**src/rtl/uart_tx_fifo.sv**
```systemverilog
// uart_tx_fifo: UART transmitter with an internal TX FIFO.
//   Frames go out LSB first: start bit, DATA_BITS data bits, an optional parity
//   bit, then STOP_BITS stop bits. Queued words go out back-to-back with no idle
//   gap between frames. The line idles high.
//
// Ports:
//   i_clk         system clock
//   i_rstn        asynchronous active-low reset
//   i_wr_valid    write request
//   i_wr_data     word to transmit (DATA_BITS wide)
//   o_wr_ready    FIFO not full; a write is taken when i_wr_valid && o_wr_ready
//   o_fifo_count  entries queued, excluding the word being shifted
//   o_uarttx      serial line, registered
//   o_txactive    high while any frame bit is on the line
//   o_txdone      one-cycle pulse at the end of each frame
module uart_tx_fifo #(
  parameter int CLKS_PER_BIT = 1250,
  parameter int DATA_BITS    = 8,
  parameter int PARITY       = 0,
  parameter int STOP_BITS    = 1,
  parameter int FIFO_DEPTH   = 4
) (
  input  logic                                i_clk,
  input  logic                                i_rstn,
  input  logic                                i_wr_valid,
  input  logic [DATA_BITS-1:0]                i_wr_data,
  output logic                                o_wr_ready,
  output logic [$clog2(FIFO_DEPTH+1)-1:0]     o_fifo_count,
  output logic                                o_uarttx,
  output logic                                o_txactive,
  output logic                                o_txdone
);

  if (CLKS_PER_BIT < 2) begin : g_err_cpb
    $error("uart_tx_fifo: CLKS_PER_BIT must be >= 2");
  end
  if (DATA_BITS < 5 || DATA_BITS > 9) begin : g_err_db
    $error("uart_tx_fifo: DATA_BITS must be 5..9");
  end
  if (PARITY < 0 || PARITY > 2) begin : g_err_par
    $error("uart_tx_fifo: PARITY must be 0, 1 or 2");
  end
  if (STOP_BITS < 1 || STOP_BITS > 2) begin : g_err_sb
    $error("uart_tx_fifo: STOP_BITS must be 1 or 2");
  end
  if (FIFO_DEPTH < 2 || (FIFO_DEPTH & (FIFO_DEPTH - 1)) != 0) begin : g_err_fd
    $error("uart_tx_fifo: FIFO_DEPTH must be a power of two >= 2");
  end

  localparam int CNT_W  = $clog2(CLKS_PER_BIT);
  localparam int IDX_W  = $clog2(DATA_BITS);
  localparam int PTR_W  = $clog2(FIFO_DEPTH);
  localparam int FCNT_W = $clog2(FIFO_DEPTH + 1);

  localparam logic [CNT_W-1:0]  CLK_LAST  = CNT_W'(CLKS_PER_BIT - 1);
  localparam logic [IDX_W-1:0]  DATA_LAST = IDX_W'(DATA_BITS - 1);
  localparam logic [IDX_W-1:0]  STOP_LAST = IDX_W'(STOP_BITS - 1);
  localparam logic [FCNT_W-1:0] FIFO_FULL = FCNT_W'(FIFO_DEPTH);

  typedef enum logic [2:0] {IDLE, START, DATA, PAR, STOP} state_t;

  // Parity bit sent after the data: odd -> XNOR reduction, even -> XOR reduction.
  function automatic logic parity_of(input logic [DATA_BITS-1:0] d);
    return (PARITY == 1) ? ~^d : ^d;
  endfunction

  state_t               state_q, state_d;
  logic [CNT_W-1:0]     clk_cnt_q, clk_cnt_d;
  logic [IDX_W-1:0]     bit_idx_q, bit_idx_d;
  logic                 uarttx_q, uarttx_d;
  logic                 txactive_q, txactive_d;
  logic                 txdone_q, txdone_d;

  logic [DATA_BITS-1:0] mem [FIFO_DEPTH];
  logic [PTR_W-1:0]     wr_ptr_q, rd_ptr_q;
  logic [FCNT_W-1:0]    count_q;
  logic [DATA_BITS-1:0] sh_q;
  logic                 par_q;

  logic                 push, pop, bit_end;

  assign o_wr_ready   = (count_q != FIFO_FULL);
  assign o_fifo_count = count_q;
  assign o_uarttx     = uarttx_q;
  assign o_txactive   = txactive_q;
  assign o_txdone     = txdone_q;

  assign push    = i_wr_valid && o_wr_ready;
  assign bit_end = (clk_cnt_q == CLK_LAST);

  always_comb begin
    state_d    = state_q;
    clk_cnt_d  = clk_cnt_q;
    bit_idx_d  = bit_idx_q;
    uarttx_d   = uarttx_q;
    txactive_d = txactive_q;
    txdone_d   = 1'b0;
    pop        = 1'b0;
    if (state_q != IDLE) begin
      clk_cnt_d = bit_end ? '0 : clk_cnt_q + 1'b1;
    end
    case (state_q)
      IDLE: begin
        uarttx_d = 1'b1;
        if (count_q != '0) begin
          pop        = 1'b1;
          uarttx_d   = 1'b0;
          txactive_d = 1'b1;
          clk_cnt_d  = '0;
          state_d    = START;
        end
      end
      START: begin
        if (bit_end) begin
          uarttx_d  = sh_q[0];
          bit_idx_d = '0;
          state_d   = DATA;
        end
      end
      DATA: begin
        if (bit_end) begin
          if (bit_idx_q == DATA_LAST) begin
            bit_idx_d = '0;
            if (PARITY != 0) begin
              uarttx_d = par_q;
              state_d  = PAR;
            end else begin
              uarttx_d = 1'b1;
              state_d  = STOP;
            end
          end else begin
            // sh_q shifts on this same edge, so the next bit is sh_q[1] now.
            bit_idx_d = bit_idx_q + 1'b1;
            uarttx_d  = sh_q[1];
          end
        end
      end
      PAR: begin
        if (bit_end) begin
          uarttx_d  = 1'b1;
          bit_idx_d = '0;
          state_d   = STOP;
        end
      end
      STOP: begin
        if (bit_end) begin
          if (bit_idx_q == STOP_LAST) begin
            txdone_d  = 1'b1;
            bit_idx_d = '0;
            if (count_q != '0) begin
              // Next frame starts immediately; the line goes low on this edge.
              pop      = 1'b1;
              uarttx_d = 1'b0;
              state_d  = START;
            end else begin
              uarttx_d   = 1'b1;
              txactive_d = 1'b0;
              state_d    = IDLE;
            end
          end else begin
            bit_idx_d = bit_idx_q + 1'b1;
          end
        end
      end
      default: begin
        state_d    = IDLE;
        uarttx_d   = 1'b1;
        txactive_d = 1'b0;
      end
    endcase
  end

  always_ff @(posedge i_clk or negedge i_rstn) begin
    if (!i_rstn) begin
      state_q    <= IDLE;
      clk_cnt_q  <= '0;
      bit_idx_q  <= '0;
      uarttx_q   <= 1'b1;
      txactive_q <= 1'b0;
      txdone_q   <= 1'b0;
      wr_ptr_q   <= '0;
      rd_ptr_q   <= '0;
      count_q    <= '0;
    end else begin
      state_q    <= state_d;
      clk_cnt_q  <= clk_cnt_d;
      bit_idx_q  <= bit_idx_d;
      uarttx_q   <= uarttx_d;
      txactive_q <= txactive_d;
      txdone_q   <= txdone_d;
      if (push) wr_ptr_q <= wr_ptr_q + 1'b1;
      if (pop)  rd_ptr_q <= rd_ptr_q + 1'b1;
      case ({push, pop})
        2'b10:   count_q <= count_q + 1'b1;
        2'b01:   count_q <= count_q - 1'b1;
        default: count_q <= count_q;
      endcase
    end
  end

  // Storage and shift register hold data only; their contents are don't-care
  // until written, so they carry no reset.
  always_ff @(posedge i_clk) begin
    if (push) mem[wr_ptr_q] <= i_wr_data;
    if (pop) begin
      sh_q  <= mem[rd_ptr_q];
      par_q <= parity_of(mem[rd_ptr_q]);
    end else if (state_q == DATA && bit_end) begin
      sh_q  <= sh_q >> 1;
    end
  end

endmodule
```
**config.mk**
```make
export PLATFORM = sky130hd
export DESIGN_NAME = uart_tx_fifo
export DESIGN_NICKNAME = d
export VERILOG_FILES = /design/src/rtl/uart_tx_fifo.sv
export SDC_FILE = /design/constraint.sdc
export NUM_CORES = 1
export LEC_CHECK = 0
export BUFFER_PORTS_ARGS = -buffer_cell sky130_fd_sc_hd__buf_2
export CORE_ASPECT_RATIO = 1.25
export CORE_UTILIZATION = 40
export DETAILED_ROUTE_END_ITERATION = 10
export SETUP_SLACK_MARGIN = 0.5
export SLEW_MARGIN = 20
export SYNTH_ARGS = -nofsm -noshare
export SYNTH_HDL_FRONTEND = slang
export SYNTH_SLANG_ARGS = --single-unit
```
**constraint.sdc**
```tcl
create_clock -name i_clk -period 6.8 [get_ports i_clk]
set_input_delay 0.68 -clock i_clk [delete_from_list [all_inputs] [get_ports i_clk]]
set_output_delay 0.68 -clock i_clk [all_outputs]
set_load 0.005 [all_outputs]
```
Word level (Yosys, flattened, before mapping)
Memories as Yosys holds them, arrays and structs flattened. Index checks and enable logic that the tools add are counted.

Add/sub/neg operators: 6. Equality and inequality tests: 18. Muxes and demuxes: 44. Bitwise gates (word level): 1. Reduce and logical (&&, ||, !) cells: 15.

Operator list (number): 2-to-1 mux 11 bit (4); 2-to-1 mux 3 bit (12); 2-to-1 mux 1 bit (20); 2-to-1 mux 8 bit (2); inequality test 2 bit, second input constant (8); one-hot mux 3 bit (5 select lines) (1); adder 11 x 1 -> 11 bit, second input constant (1); equality test 11 bit, second input constant (1); AND reduction 5 bit (2); one-hot mux 3 bit (3 select lines) (1); nonzero test 3 bit (3); AND reduction 7 bit (1); adder 3 x 1 -> 3 bit, second input constant (2); equality test 3 x 2 -> 1 bit, second input constant (2); equality test 3 bit, second input constant (2); zero test 3 bit (2); one-hot mux 3 bit (2 select lines) (1); one-hot mux 1 bit (5 select lines) (1); adder 2 x 1 -> 2 bit, second input constant (2); AND reduction 4 bit (1); nonzero test 2 bit (2); equality test 3 x 1 -> 1 bit, second input constant (1); inequality test 3 bit, second input constant (1); one-hot mux 1 bit (3 select lines) (1); other kinds (9) (10).

Flip-flop bits (word level): 35. Memory bits (writable): 32. Input bits: 11. Output and inout port bits: 7. Memories: 1.

Memory list: mem (words 4, width 8, rd ports 1, clocked after memory_dff 0, write ports 1, RTL line 74) `logic [DATA_BITS-1:0] mem [FIFO_DEPTH];`.

Depth between registers and ports, before layout
Depth after elaboration: 7. Depth in mapped cells: 13.

Least setup slack after synthesis
Ideal clock, no wire load.

Path type: reg-to-reg. From: reg bit_idx_q[0]. To: reg count_q[2] (netlist: o_fifo_count[2]). Data arrival time: 2419 ps. Setup slack: 4302 ps. Stages on the path, launching flop included: 14. Path buffers: 1. Clock period less this slack: 2498 ps. Cell sequence: dfrtp_1 > inv_1 > ha_1 > nor2b_1 > nand4_4 > a21o_1 > buf_6 > inv_1 > ha_1 > inv_1 > fa_1 > xor2_1 > nor2_1 > xor2_1.

Word-level cells in the longest chain between the ends: 6. Elaborated cells on any way between the ends: 8. Classes of those cells: eq/ne: 2; mux: 4; reduce/logical: 2.

RTL lines: start, declared (RTL line 69) `logic [IDX_W-1:0] bit_idx_q, bit_idx_d;`; start signal, assigned (RTL line 187) `bit_idx_q <= bit_idx_d;`; zero test 3 bit (*) (RTL line 147) `if (bit_idx_q == STOP_LAST) begin`; 2-to-1 mux 1 bit (*) (RTL line 147); 2-to-1 mux 1 bit (*) (RTL line 146) `if (bit_end) begin`; one-hot mux 1 bit (2 select lines) (*) (RTL line 102) `case (state_q)`; equality test 2 x 1 -> 1 bit or equality test 2 bit (tied branches) (RTL line 193) `case ({push, pop})`; one-hot mux 3 bit (2 select lines) or nonzero test 2 bit (tied branches); end signal, assigned (RTL line 194) `2'b10: count_q <= count_q + 1'b1;`; end signal, assigned (RTL line 195) `2'b01: count_q <= count_q - 1'b1;`; end signal, assigned (RTL line 196) `default: count_q <= count_q;`; end, declared (RTL line 76) `logic [FCNT_W-1:0] count_q;`.

Every way passes the cells marked *; elsewhere a longest branch is shown, timed or not. A chain may end at the register's enable or synchronous reset.

Worst setup path after layout
Same ends and word-level chain as after synthesis.

==> run metrics <==
status finished, violations left; failing checks DRC; clock slew seen by the registers of the worst setup and hold paths ~0.080 ns; Pwr Density ~280 mW/mm^2; Final Cell Area 0.00356 mm^2; IO Pins 18; Worst Max-Slew Pin Slew 0.779 ns; P&R area growth vs syn 11.8%; cts hold-fix bufs 0; asr flop ratio synth 0.403; Hold Crit Class in2async; pin count of the biggest net entering global routing 28; vias per inst around 5.5; total gr overflow 0; Rows 36; reg2reg start bit_idx_q[0]; post-CTS setup buffers 0; number of antenna violations at the first check in global routing 0; Antenna diodes 0; CTS Buffer Depth 2; synth warn 0; CTS H-Tree Depth 3; Crit path required time slightly above 7 ns; count of cell types in the netlist 55; Initial Util 0.411; setup_tns 0 ns; Clk Latency, worst-skew pair 0.35 ns; clock sink count 67; fmax 0.351 GHz; Filler Cell Count 721; top cells by area, synth edfxtp_1 38%, dfrtp_1 20%, mux4_2 5.7%, ha_1 3.9%, mux2_4 2.8%; placed instance count 336; RSZ-0062 raised after global routing no; Seq/Total Area, Yosys 0.590; Residual DRC 1; fin cells 352; Post-Place Cell Area 0.00335 mm^2; first-pass GRT wire length between 9 and 10 mm; kind of critical path reg2reg; CTS tree yes; crit-path max FO 11; P_leak 1.42 nW; syn nets 253; Setup crit start bit_idx_q[0]; commonest non-fill, non-tap cells in the layout 40 x edfxtp_1, 26 x dfrtp_1, 17 x buf_2; Max Cap Violations 0; Final nets 274; average size of a mapped cell 13.8 um^2; WL per Instance 16.3 um; initial DRC count 161; ys flop type edfxtp_1; VDD IR max 0.000181 V; Cells after Synth between 200 and 250; fraction of layout cells with a size suffix above 1 0.233; vias in the first global route a little under 2,000; Die Y-Extent 102 um; Total GRT Usage 0.160; Slew HR 0.478; commonest non-fill, non-tap cell in the layout edfxtp_1; drt total wl 5.74 mm; Num CTS Buffers 9; largest area contributor in the netlist edfxtp_1; root buf cell clkbuf_8; Post-synth EDFFs 40; critical path startpoint category flop; reg2reg setup slack slightly below 4 ns; die width between 80 and 90 um; final hold violation count 0; worst setup path endpoint o_fifo_count[2]; fin crit share 0.419; RR Endpoint o_fifo_count[2]; # port buffers 17; arrival time at the worst endpoint 3.12 ns; post-route ant nets 0; Max Transition Viols Final 0; First-pass DRT Iterations 7; Final setup viols 0; PostCTS Resize Cnt 0; R2R depth 12; Final HPWL DP 3.97 mm; area of the mapped netlist between 0.003 and 0.004 mm^2; routability cong. between 0.7 and 0.8; critical path endpoint category flop; Fin Hold WS between 0.3 and 0.4 ns; area of the core 0.00775 mm^2; FF+latch count, synth 67; die area between 0.008 and 0.009 mm^2; DR vias 1,934; Yosys top cell area share 0.378; Total Power about 0.00098 W; crit path time final ~2.8 ns; Final Skew 0.0111 ns
-- stage by stage --
stage                      util  worst slack, ns
after detailed placement  0.432             3.97
after global routing      0.459             3.72
after CTS                 0.459             3.94
after floorplan               -             4.30
final                     0.459             3.95
after global placement    0.432             4.09
-- where the power goes --
part / internal, W / total [W] / switching [W] / leakage (nW)
Sequential: 0.000489 / 0.000514 / 0.0000245 / 0.702
Clock: 0.000175 / 0.000340 / 0.000165 / 0.105
Combinational: 0.0000541 / 0.000128 / 0.0000740 / 0.610
Total: 0.000718 / 0.000982 / 0.000264 / 1.42
-- how the worst min path moves through the flow --
| stage | slack [ns] | endpoint |
|---|---|---|
| after CTS | 0.36 | clk_cnt_q[3] |
| final | 0.34 | o_txdone |
| after detailed placement | 0.50 | o_uarttx |
| after global placement | 0.49 | bit_idx_q[1] |
| after global routing | 0.39 | clk_cnt_q[3] |
| after floorplan | 0.38 | bit_idx_q[0] |
-- kinds of logic (layout without fill, tap and decap cells) --
family | count (synthesis) | in the layout | share of synthesized area
xor gates and xnor gates | 8 | 8 | 0.0220
AOI/OAI and AO/OA | 49 | 49 | 0.106
buffers and inverters | 21 | 47 | 0.0275
muxes | 17 | 17 | 0.0952
DFF | 67 | 67 | 0.590
adders and majority gates | 11 | 11 | 0.0456
and+or+nand+nor | 58 | 58 | 0.113
-- final cells by class --
cell class,count,area [um^2],share of cell area
clock buffer,9,124,0.0348
clock inverter,7,82.6,0.0232
inverter,14,52.6,0.0148
multi-input combinational,143,1220,0.342
sequential,67,1880,0.528
tap,95,119,0.0334
timing repair buffer,17,85.1,0.0239
-- registers in the layout, indices dropped and copies added, names as in the netlist --
signal,cells
clk_cnt_q,11
o_fifo_count,3
wr_ptr_q,2
state_q,3
mem,32
bit_idx_q,3
sh_q,8
o_txdone,1
rd_ptr_q,2
o_uarttx,1
o_txactive,1
-- worst max-delay path, cell delays in order (launching register included) --
cell and delay (ns):
dfrtp_1 0.41, inv_1 0.07, ha_1 0.15, nor2b_1 0.39
nand4_4 0.19, a21o_1 0.41, inv_1 0.12, ha_1 0.18
inv_1 0.06, fa_1 0.37, xor2_1 0.15, nor2_1 0.11
xor2_1 0.15
-- synthesized netlist by cell type, types with 2 or more instances --
library cell and number:
a21o_1 4, a21oi_1 8, a22oi_1 2, a31oi_1 6, and2_1 3, and3_1 5
clkbuf_1 4, dfrtp_1 26, edfxtp_1 40, ha_1 10, inv_1 14, mux2_2 2
mux2_4 6, mux4_2 8, nand2_1 9, nand2b_1 5, nand3_1 5, nor2_1 9
nor3_1 4, nor4_1 4, o21ai_0 9, o22ai_1 3, o311ai_0 2, o31ai_1 4
or3_1 3, xnor2_1 5, xor2_1 3
-- metal layers --
metal,routed length [um],part of all wire,vias up,global-route usage
li1,-,-,928,-
met1,2580,0.45,962,0.202
met2,2890,0.50,34,0.256
met3,143,0.025,10,0.0369
met4,123,0.021,0,0.0756
met5,0,0,-,0
No activity file was read; power rests on OpenSTA's default activity.
